File: src/rtl/grad_seq_pkg.sv
`default_nettype none
// ============================================================================
//  Module      : grad_seq_pkg
//  Description : Shared constants, channel codes and state encoding for the
//                gradient update sequencer.
//  Revision    : 1.0 - initial release
// ============================================================================
package grad_seq_pkg;

  // Default channel word width, matching the downstream DAC interface.
  localparam int DATA_W_DEFAULT = 24;

  // One committed set carries all four channels.
  localparam int SET_W = 4 * DATA_W_DEFAULT;

  // Channel select codes on wr_chan_i.
  localparam logic [1:0] CH_X  = 2'd0;
  localparam logic [1:0] CH_Y  = 2'd1;
  localparam logic [1:0] CH_Z  = 2'd2;
  localparam logic [1:0] CH_Z2 = 2'd3;

  // Release sequencer states.
  typedef enum logic [1:0] {
    IDLE  = 2'd0,
    COUNT = 2'd1,
    PEND  = 2'd2
  } seq_state_t;

endpackage
`default_nettype wire

File: src/rtl/grad_seq_fifo.sv
`default_nettype none
// ============================================================================
//  Module      : grad_seq_fifo
//  Description : Synchronous first-word fall-through FIFO of gradient sets.
//                The head entry is always presented on rd_data; pop advances.
//  Revision    : 1.0 - initial release
// ============================================================================
module grad_seq_fifo
  import grad_seq_pkg::*;
#(
  parameter int WIDTH = SET_W,
  parameter int AW    = 4
) (
  input  logic             clk,
  input  logic             rst_n,
  input  logic             push,
  input  logic [WIDTH-1:0] wr_data,
  input  logic             pop,
  output logic [WIDTH-1:0] rd_data,
  output logic             full,
  output logic             empty,
  output logic [AW:0]      level
);

  localparam int DEPTH = 1 << AW;

  logic [WIDTH-1:0] mem [DEPTH];
  logic [AW-1:0]    wr_ptr;
  logic [AW-1:0]    rd_ptr;
  logic [AW:0]      count;
  logic             do_push;
  logic             do_pop;

  // Count never exceeds DEPTH, so its MSB alone marks the full condition.
  assign full    = count[AW];
  assign empty   = (count == '0);
  assign level   = count;
  assign do_push = push & ~full;
  assign do_pop  = pop & ~empty;
  assign rd_data = mem[rd_ptr];

  // Pointer and occupancy tracking; pointers wrap naturally modulo DEPTH.
  always_ff @(posedge clk) begin
    if (!rst_n) begin
      wr_ptr <= '0;
      rd_ptr <= '0;
      count  <= '0;
    end else begin
      if (do_push) wr_ptr <= wr_ptr + 1'b1;
      if (do_pop)  rd_ptr <= rd_ptr + 1'b1;
      case ({do_push, do_pop})
        2'b10:   count <= count + 1'b1;
        2'b01:   count <= count - 1'b1;
        default: count <= count;
      endcase
    end
  end

  // Storage array; contents are don't-care while the slot is unoccupied.
  always_ff @(posedge clk) begin
    if (do_push) mem[wr_ptr] <= wr_data;
  end

endmodule
`default_nettype wire

File: src/rtl/grad_update_sequencer.sv
`default_nettype none
// ============================================================================
//  Module      : grad_update_sequencer
//  Description : Stages per-channel gradient writes, queues committed sets and
//                releases one set per update interval to the DAC interface,
//                flagging underruns when a release is due but nothing queued.
//  Options     : GRAD_UNDERRUN_CNT_EN adds a saturating underrun event counter.
//  Revision    : 1.0 - initial release
// ============================================================================
module grad_update_sequencer
  import grad_seq_pkg::*;
#(
  parameter int DATA_W     = DATA_W_DEFAULT,
  parameter int FIFO_AW    = 4,
  parameter int INTERVAL_W = 16
) (
  input  logic                  clk,
  input  logic                  rst_n,
  input  logic [DATA_W-1:0]     wr_data_i,
  input  logic [1:0]            wr_chan_i,
  input  logic                  wr_valid_i,
  input  logic                  wr_commit_i,
  output logic                  wr_ready_o,
  input  logic                  run_i,
  input  logic [INTERVAL_W-1:0] interval_i,
  input  logic                  underrun_clr_i,
  input  logic                  busy_i,
  output logic                  valid_o,
  output logic [DATA_W-1:0]     datax_o,
  output logic [DATA_W-1:0]     datay_o,
  output logic [DATA_W-1:0]     dataz_o,
  output logic [DATA_W-1:0]     dataz2_o,
  output logic [FIFO_AW:0]      fifo_level_o,
  output logic                  underrun_o
`ifdef GRAD_UNDERRUN_CNT_EN
  ,
  output logic [15:0]           underrun_cnt_o
`endif
);

  localparam int SET_BITS = 4 * DATA_W;

  seq_state_t            state, state_n;
  logic [INTERVAL_W-1:0] timer, timer_n;
  logic [INTERVAL_W-1:0] load_val;
  logic                  expire;
  logic                  pop;
  logic                  ur_set;

  logic [DATA_W-1:0]     stage_x, stage_y, stage_z, stage_z2;
  logic [DATA_W-1:0]     next_x, next_y, next_z, next_z2;
  logic                  wr_accept;
  logic                  push;
  logic [SET_BITS-1:0]   push_data;
  logic [SET_BITS-1:0]   head_data;
  logic                  fifo_full;
  logic                  fifo_empty;

  assign wr_ready_o = ~fifo_full;
  assign wr_accept  = wr_valid_i & wr_ready_o;
  assign push       = wr_accept & wr_commit_i;
  assign push_data  = {next_z2, next_z, next_y, next_x};

  // A zero interval behaves as one: release every cycle.
  assign load_val = (interval_i == '0) ? '0 : interval_i - 1'b1;
  assign expire   = (timer == '0);

  // Staging view with the current accepted write merged in.
  always_comb begin
    next_x  = stage_x;
    next_y  = stage_y;
    next_z  = stage_z;
    next_z2 = stage_z2;
    if (wr_accept) begin
      case (wr_chan_i)
        CH_X:  next_x  = wr_data_i;
        CH_Y:  next_y  = wr_data_i;
        CH_Z:  next_z  = wr_data_i;
        CH_Z2: next_z2 = wr_data_i;
      endcase
    end
  end

  // Staging registers keep their values across commits for partial updates.
  always_ff @(posedge clk) begin
    if (!rst_n) begin
      stage_x  <= '0;
      stage_y  <= '0;
      stage_z  <= '0;
      stage_z2 <= '0;
    end else begin
      stage_x  <= next_x;
      stage_y  <= next_y;
      stage_z  <= next_z;
      stage_z2 <= next_z2;
    end
  end

  grad_seq_fifo #(
    .WIDTH (SET_BITS),
    .AW    (FIFO_AW)
  ) u_fifo (
    .clk     (clk),
    .rst_n   (rst_n),
    .push    (push),
    .wr_data (push_data),
    .pop     (pop),
    .rd_data (head_data),
    .full    (fifo_full),
    .empty   (fifo_empty),
    .level   (fifo_level_o)
  );

  // State and period timer registers.
  always_ff @(posedge clk) begin
    if (!rst_n) begin
      state <= IDLE;
      timer <= '0;
    end else begin
      state <= state_n;
      timer <= timer_n;
    end
  end

  // Next-state, timer reload and release/underrun decisions.
  always_comb begin
    state_n = state;
    timer_n = timer;
    pop     = 1'b0;
    ur_set  = 1'b0;
    case (state)
      IDLE: begin
        timer_n = '0;
        if (run_i) begin
          timer_n = load_val;
          state_n = COUNT;
        end
      end
      COUNT: begin
        if (!run_i) begin
          timer_n = '0;
          state_n = IDLE;
        end else if (expire) begin
          // Reload on every expiry so the period never drifts.
          timer_n = load_val;
          if (fifo_empty)  ur_set  = 1'b1;
          else if (busy_i) state_n = PEND;
          else             pop     = 1'b1;
        end else begin
          timer_n = timer - 1'b1;
        end
      end
      PEND: begin
        // Keep the period running; an expiry here cannot be served.
        if (run_i) begin
          if (expire) begin
            timer_n = load_val;
            ur_set  = 1'b1;
          end else begin
            timer_n = timer - 1'b1;
          end
        end
        if (!busy_i) begin
          pop = 1'b1;
          if (run_i) begin
            state_n = COUNT;
          end else begin
            state_n = IDLE;
            timer_n = '0;
          end
        end
      end
      default: begin
        state_n = IDLE;
        timer_n = '0;
      end
    endcase
  end

  // Release outputs: one-cycle valid with data captured on the popping edge.
  always_ff @(posedge clk) begin
    if (!rst_n) begin
      valid_o  <= 1'b0;
      datax_o  <= '0;
      datay_o  <= '0;
      dataz_o  <= '0;
      dataz2_o <= '0;
    end else begin
      valid_o <= pop;
      if (pop) begin
        datax_o  <= head_data[0*DATA_W +: DATA_W];
        datay_o  <= head_data[1*DATA_W +: DATA_W];
        dataz_o  <= head_data[2*DATA_W +: DATA_W];
        dataz2_o <= head_data[3*DATA_W +: DATA_W];
      end
    end
  end

  // Sticky underrun flag; a new event outranks a clear in the same cycle.
  always_ff @(posedge clk) begin
    if (!rst_n)              underrun_o <= 1'b0;
    else if (ur_set)         underrun_o <= 1'b1;
    else if (underrun_clr_i) underrun_o <= 1'b0;
  end

`ifdef GRAD_UNDERRUN_CNT_EN
  // Saturating underrun event counter; set with clear restarts at one.
  always_ff @(posedge clk) begin
    if (!rst_n) begin
      underrun_cnt_o <= '0;
    end else if (ur_set) begin
      if (underrun_clr_i)                underrun_cnt_o <= 16'd1;
      else if (underrun_cnt_o != 16'hFFFF) underrun_cnt_o <= underrun_cnt_o + 16'd1;
    end else if (underrun_clr_i) begin
      underrun_cnt_o <= '0;
    end
  end
`else
  // Underrun counting disabled: only the sticky flag is provided.
`endif

endmodule
`default_nettype wire

File: config.mk
export PLATFORM = sky130hd
export DESIGN_NAME = grad_update_sequencer
export DESIGN_NICKNAME = d
export VERILOG_FILES = /design/src/rtl/grad_seq_pkg.sv /design/src/rtl/grad_seq_fifo.sv /design/src/rtl/grad_update_sequencer.sv
export SDC_FILE = /design/constraint.sdc
export NUM_CORES = 2
export LEC_CHECK = 0
export ABC_CLOCK_PERIOD_IN_PS = 30300
export BUFFER_PORTS_ARGS = -buffer_cell sky130_fd_sc_hd__buf_2
export CAP_MARGIN = 5
export CORE_ASPECT_RATIO = 0.75
export CORE_MARGIN = 2
export CORE_UTILIZATION = 57
export CTS_CLUSTER_SIZE = 10
export DETAILED_ROUTE_END_ITERATION = 7
export PLACE_DENSITY = 0.74
export SLEW_MARGIN = 10
export SYNTH_ARGS = -nofsm -noshare
export SYNTH_HDL_FRONTEND = slang
export SYNTH_SLANG_ARGS = --single-unit
File: constraint.sdc
create_clock -name clk -period 30.3 [get_ports clk]
set_clock_uncertainty 0.05 [all_clocks]
set_input_delay 6.06 -clock clk [delete_from_list [all_inputs] [get_ports clk]]
set_output_delay 6.06 -clock clk [all_outputs]
set_load 0.01 [all_outputs]
==> impl_metrics.py <==
metrics = {
    "min_path": {
        "hp-class": "reg -> reg",
    },
    "grt": {
        "grt_pass1_vias": 33330,
        "grt_pass1_wl_um": 227500,
        "grt_max_degree": 182,
        "overflow": 0,
        "antenna_found_initial": 13,
        "track_usage": 0.2651,
    },
    "clocking": {
        "clockBufferDepth": 3,
        "numCtsBuffers": 195,
        "ctsHoldBuffers": 0,
        "tritoncts": "yes",
        "htreeDepth": 4,
        "cts.sinks": 1761,
        "cts_root_buf": "clkbuf_16",
        "cts_setup_buffers": 0,
        "ctsResizeCount": 0,
        "path_clk_slew_ns": 0.05,
        "clk_latency_ns": 0.80,
    },
    "synth": {
        "ys_top_cells_by_area": "edfxtp_1 (69%), mux4_2 (16%), dfxtp_1 (6.7%)",
        "ys_seq_area_frac": 0.7571,
        "synth-edff-count": 1536,
        "syn_area_um2": 66870,
        "synthFlopType": "edfxtp_1",
        "syn_nets": 3154,
        "synth_top_area_share": 0.6897,
        "yosysWarnings": 0,
        "ys_ff_latch": 1761,
        "syn_area_per_cell_um2": 21.66,
        "ys_async_sr_fraction": 0,
        "yosysUniqueCellTypes": 52,
        "synthCells": 3087,
        "yosys.area.top_type": "edfxtp_1",
    },
    "floorplanning": {
        "die_x_um": 399.5,
        "rows": 108,
        "die_h_um": 300.6,
        "io_pins": 153,
        "die-area_um2": 120100,
        "initial_utilization": 0.5761,
        "core_um2": 116100,
    },
    "power": {
        "total_leakage_power_nw": 24.36,
        "powerDensity_nw_per_um2": 65.80,
        "vdd_ir_drop_max_mv": 0.06098,
    },
    "cells_and_area": {
        "layout.nets": 3395,
        "syn_to_final_growth_pct": 12.58,
        "drive_above_1_share": 0.2936,
    },
    "setup_path": {
        "cp-start-kind": "input port",
        "cp.required_ns": 30.66,
        "cp.arrival_ns": 9.23,
        "cp_max_fo": 48,
        "crit_type": "in -> reg",
        "endpoint_kind": "flop",
    },
    "job": {
        "drv_cap": 0,
    },
    "drt": {
        "drc": 0,
        "num_vias": 32610,
        "drt-initial-drc-count": 4107,
        "wl_per_cell_um": 30.83,
        "wl_um": 155700,
        "ant_nets": 0,
        "viasPerCell": 6.457,
        "first_pass_iters": 6,
    },
    "timing": {
        "finalHoldViolCount": 0,
        "timing.fmax_mhz": 112.8,
        "slew_violations": 0,
        "timing.final.ws_setup_ns": 21.43,
        "fin_crit_sh": 0.2927,
        "setup_viol": 0,
        "fin_tns_setup_ns": 0,
        "rsz0062_at_grt": "false",
        "period_minus_slack_ns": 8.869,
        "tightestPinTransition_ns": 1.275,
        "slew_headroom": 0.1498,
    },
    "placement": {
        "dp_hpwl_um": 81740,
        "post-place-ws_ns": 20.69,
        "gp_congestion": 0.8314,
        "port_buffers": 152,
    },
    "outcome": {
        "status": "complete, no violations",
    },
}
-- per-layer routing --
layer | share of wire | wire, um | global-route usage | vias up
met4 | 0.024 | 3659 | 0.07913 | 4
li1 | - | - | - | 13240
met5 | 0.00017 | 27 | 0 | -
met2 | 0.47 | 73290 | 0.4007 | 1888
met3 | 0.10 | 15960 | 0.07165 | 246
met1 | 0.40 | 62750 | 0.3853 | 17230
-- cells in the mapped netlist, types with 20 or more instances --
library cell and instances:
buf_2 50, dfxtp_1 225, mux2_2 96, o21ai_0 21
o2bb2ai_1 97, clkbuf_1 107, mux4_2 480, nor2_1 38
edfxtp_1 1536, nor3_1 20, and2_1 106, inv_1 112
nand2_1 38
-- where the power goes --
group | total, W | internal, W | switching, W
clock network | 0.00214 | 0.00123 | 0.000913
registers | 0.00267 | 0.00266 | 0.00000971
logic | 0.000151 | 0.0000461 | 0.000104
total | 0.00495 | 0.00393 | 0.00103
-- per-stage QoR --
stage,total power [W],hold slack [ns],area (um2),util,instances
2_1_floorplan,0.002806,0.4077,66870,-,3087
3_3_place_gp,0.002853,0.3889,69470,0.5985,4670
3_5_place_dp,0.002862,0.3910,69470,0.5985,4670
4_1_cts,0.004983,0.4086,75220,0.6480,5033
5_1_grt,0.005092,0.4179,75250,0.6483,5034
6_report,0.004954,0.4044,75290,0.6486,5050
-- kinds of logic (layout without fill, tap and decap cells) --
| family | Yosys count | in the layout | synth area share |
|---|---|---|---|
| multiplexers | 578 | 578 | 0.1781 |
| adder cells (fa/ha/maj) | 18 | 18 | 0.003480 |
| AO/OA/AOI/OAI | 163 | 163 | 0.01893 |
| buffers and inverters | 274 | 681 | 0.01643 |
| other | 0 | 16 | 0 |
| AND/OR/NAND/NOR | 266 | 266 | 0.02242 |
| XOR/XNOR | 27 | 27 | 0.003536 |
| flip-flops | 1761 | 1761 | 0.7571 |
-- critical path: stages --
cell	delay [ns]
buf_2	0.07
nor2b_1	0.27
and2_1	0.38
nand2_1	0.33
nor2_4	0.47
buf_4	0.71
buf_4	0.83
-- final timing paths --
check,from,to,slack (ns),cells after the start
hold reg to reg,datax_o[3],datax_o[3],0.40,1
setup / recovery,wr_valid_i,u_fifo.mem[7][86],21.43,7
setup reg to reg,u_fifo.rd_ptr[0],datay_o[16],24.97,7
hold / removal,datax_o[3],datax_o[3],0.40,1
-- cell usage in the layout (no fill, tap or decap), types with 5 or more instances in the layout --
| master | Yosys | final |
|---|---|---|
| clkbuf_16 | 0 | 197 |
| xor2_1 | 12 | 12 |
| o21ai_0 | 21 | 21 |
| and2_1 | 106 | 106 |
| buf_4 | 2 | 51 |
| ha_1 | 17 | 17 |
| and3_1 | 5 | 5 |
| mux2_2 | 96 | 96 |
| nand3_1 | 6 | 6 |
| a21oi_1 | 16 | 16 |
| edfxtp_1 | 1536 | 1536 |
| nand2_1 | 38 | 37 |
| nand2b_1 | 6 | 6 |
| clkbuf_1 | 107 | 149 |
| xnor2_1 | 15 | 15 |
| dfxtp_1 | 225 | 221 |
| nor2_1 | 38 | 25 |
| nor4_1 | 8 | 8 |
| o221ai_1 | 6 | 6 |
| buf_2 | 50 | 151 |
| o2bb2ai_1 | 97 | 97 |
| nor2b_1 | 11 | 10 |
| inv_1 | 112 | 112 |
| nor2_4 | 0 | 12 |
| mux4_2 | 480 | 480 |
| nor3_1 | 20 | 16 |
| diode_2 | 0 | 16 |
-- state kept, by name, indices dropped and copies added (netlist names) --
| register | cells |
|---|---|
| u_fifo.wr_ptr | 4 |
| dataz2_o | 24 |
| u_fifo.mem | 1536 |
| u_fifo.rd_ptr | 4 |
| stage_z | 24 |
| datax_o | 24 |
| stage_z2 | 24 |
| valid_o | 1 |
| timer | 16 |
| dataz_o | 24 |
| state | 2 |
| datay_o | 24 |
| stage_x | 24 |
| stage_y | 24 |
| u_fifo.level | 5 |
| underrun_o | 1 |
-- cell type report --
cell class                      count  area, um2
Antenna cell                       16      40.04
Clock buffer                      347       5503
Clock inverter                     16      249.0
Fill cell                        7324      40790
Inverter                          112      420.4
Multi-Input combinational cell   1052      15280
Sequential cell                  1761      50640
Tap cell                         1540       1927
Timing Repair Buffer              206       1226
No activity file was read; power rests on OpenSTA's default activity.
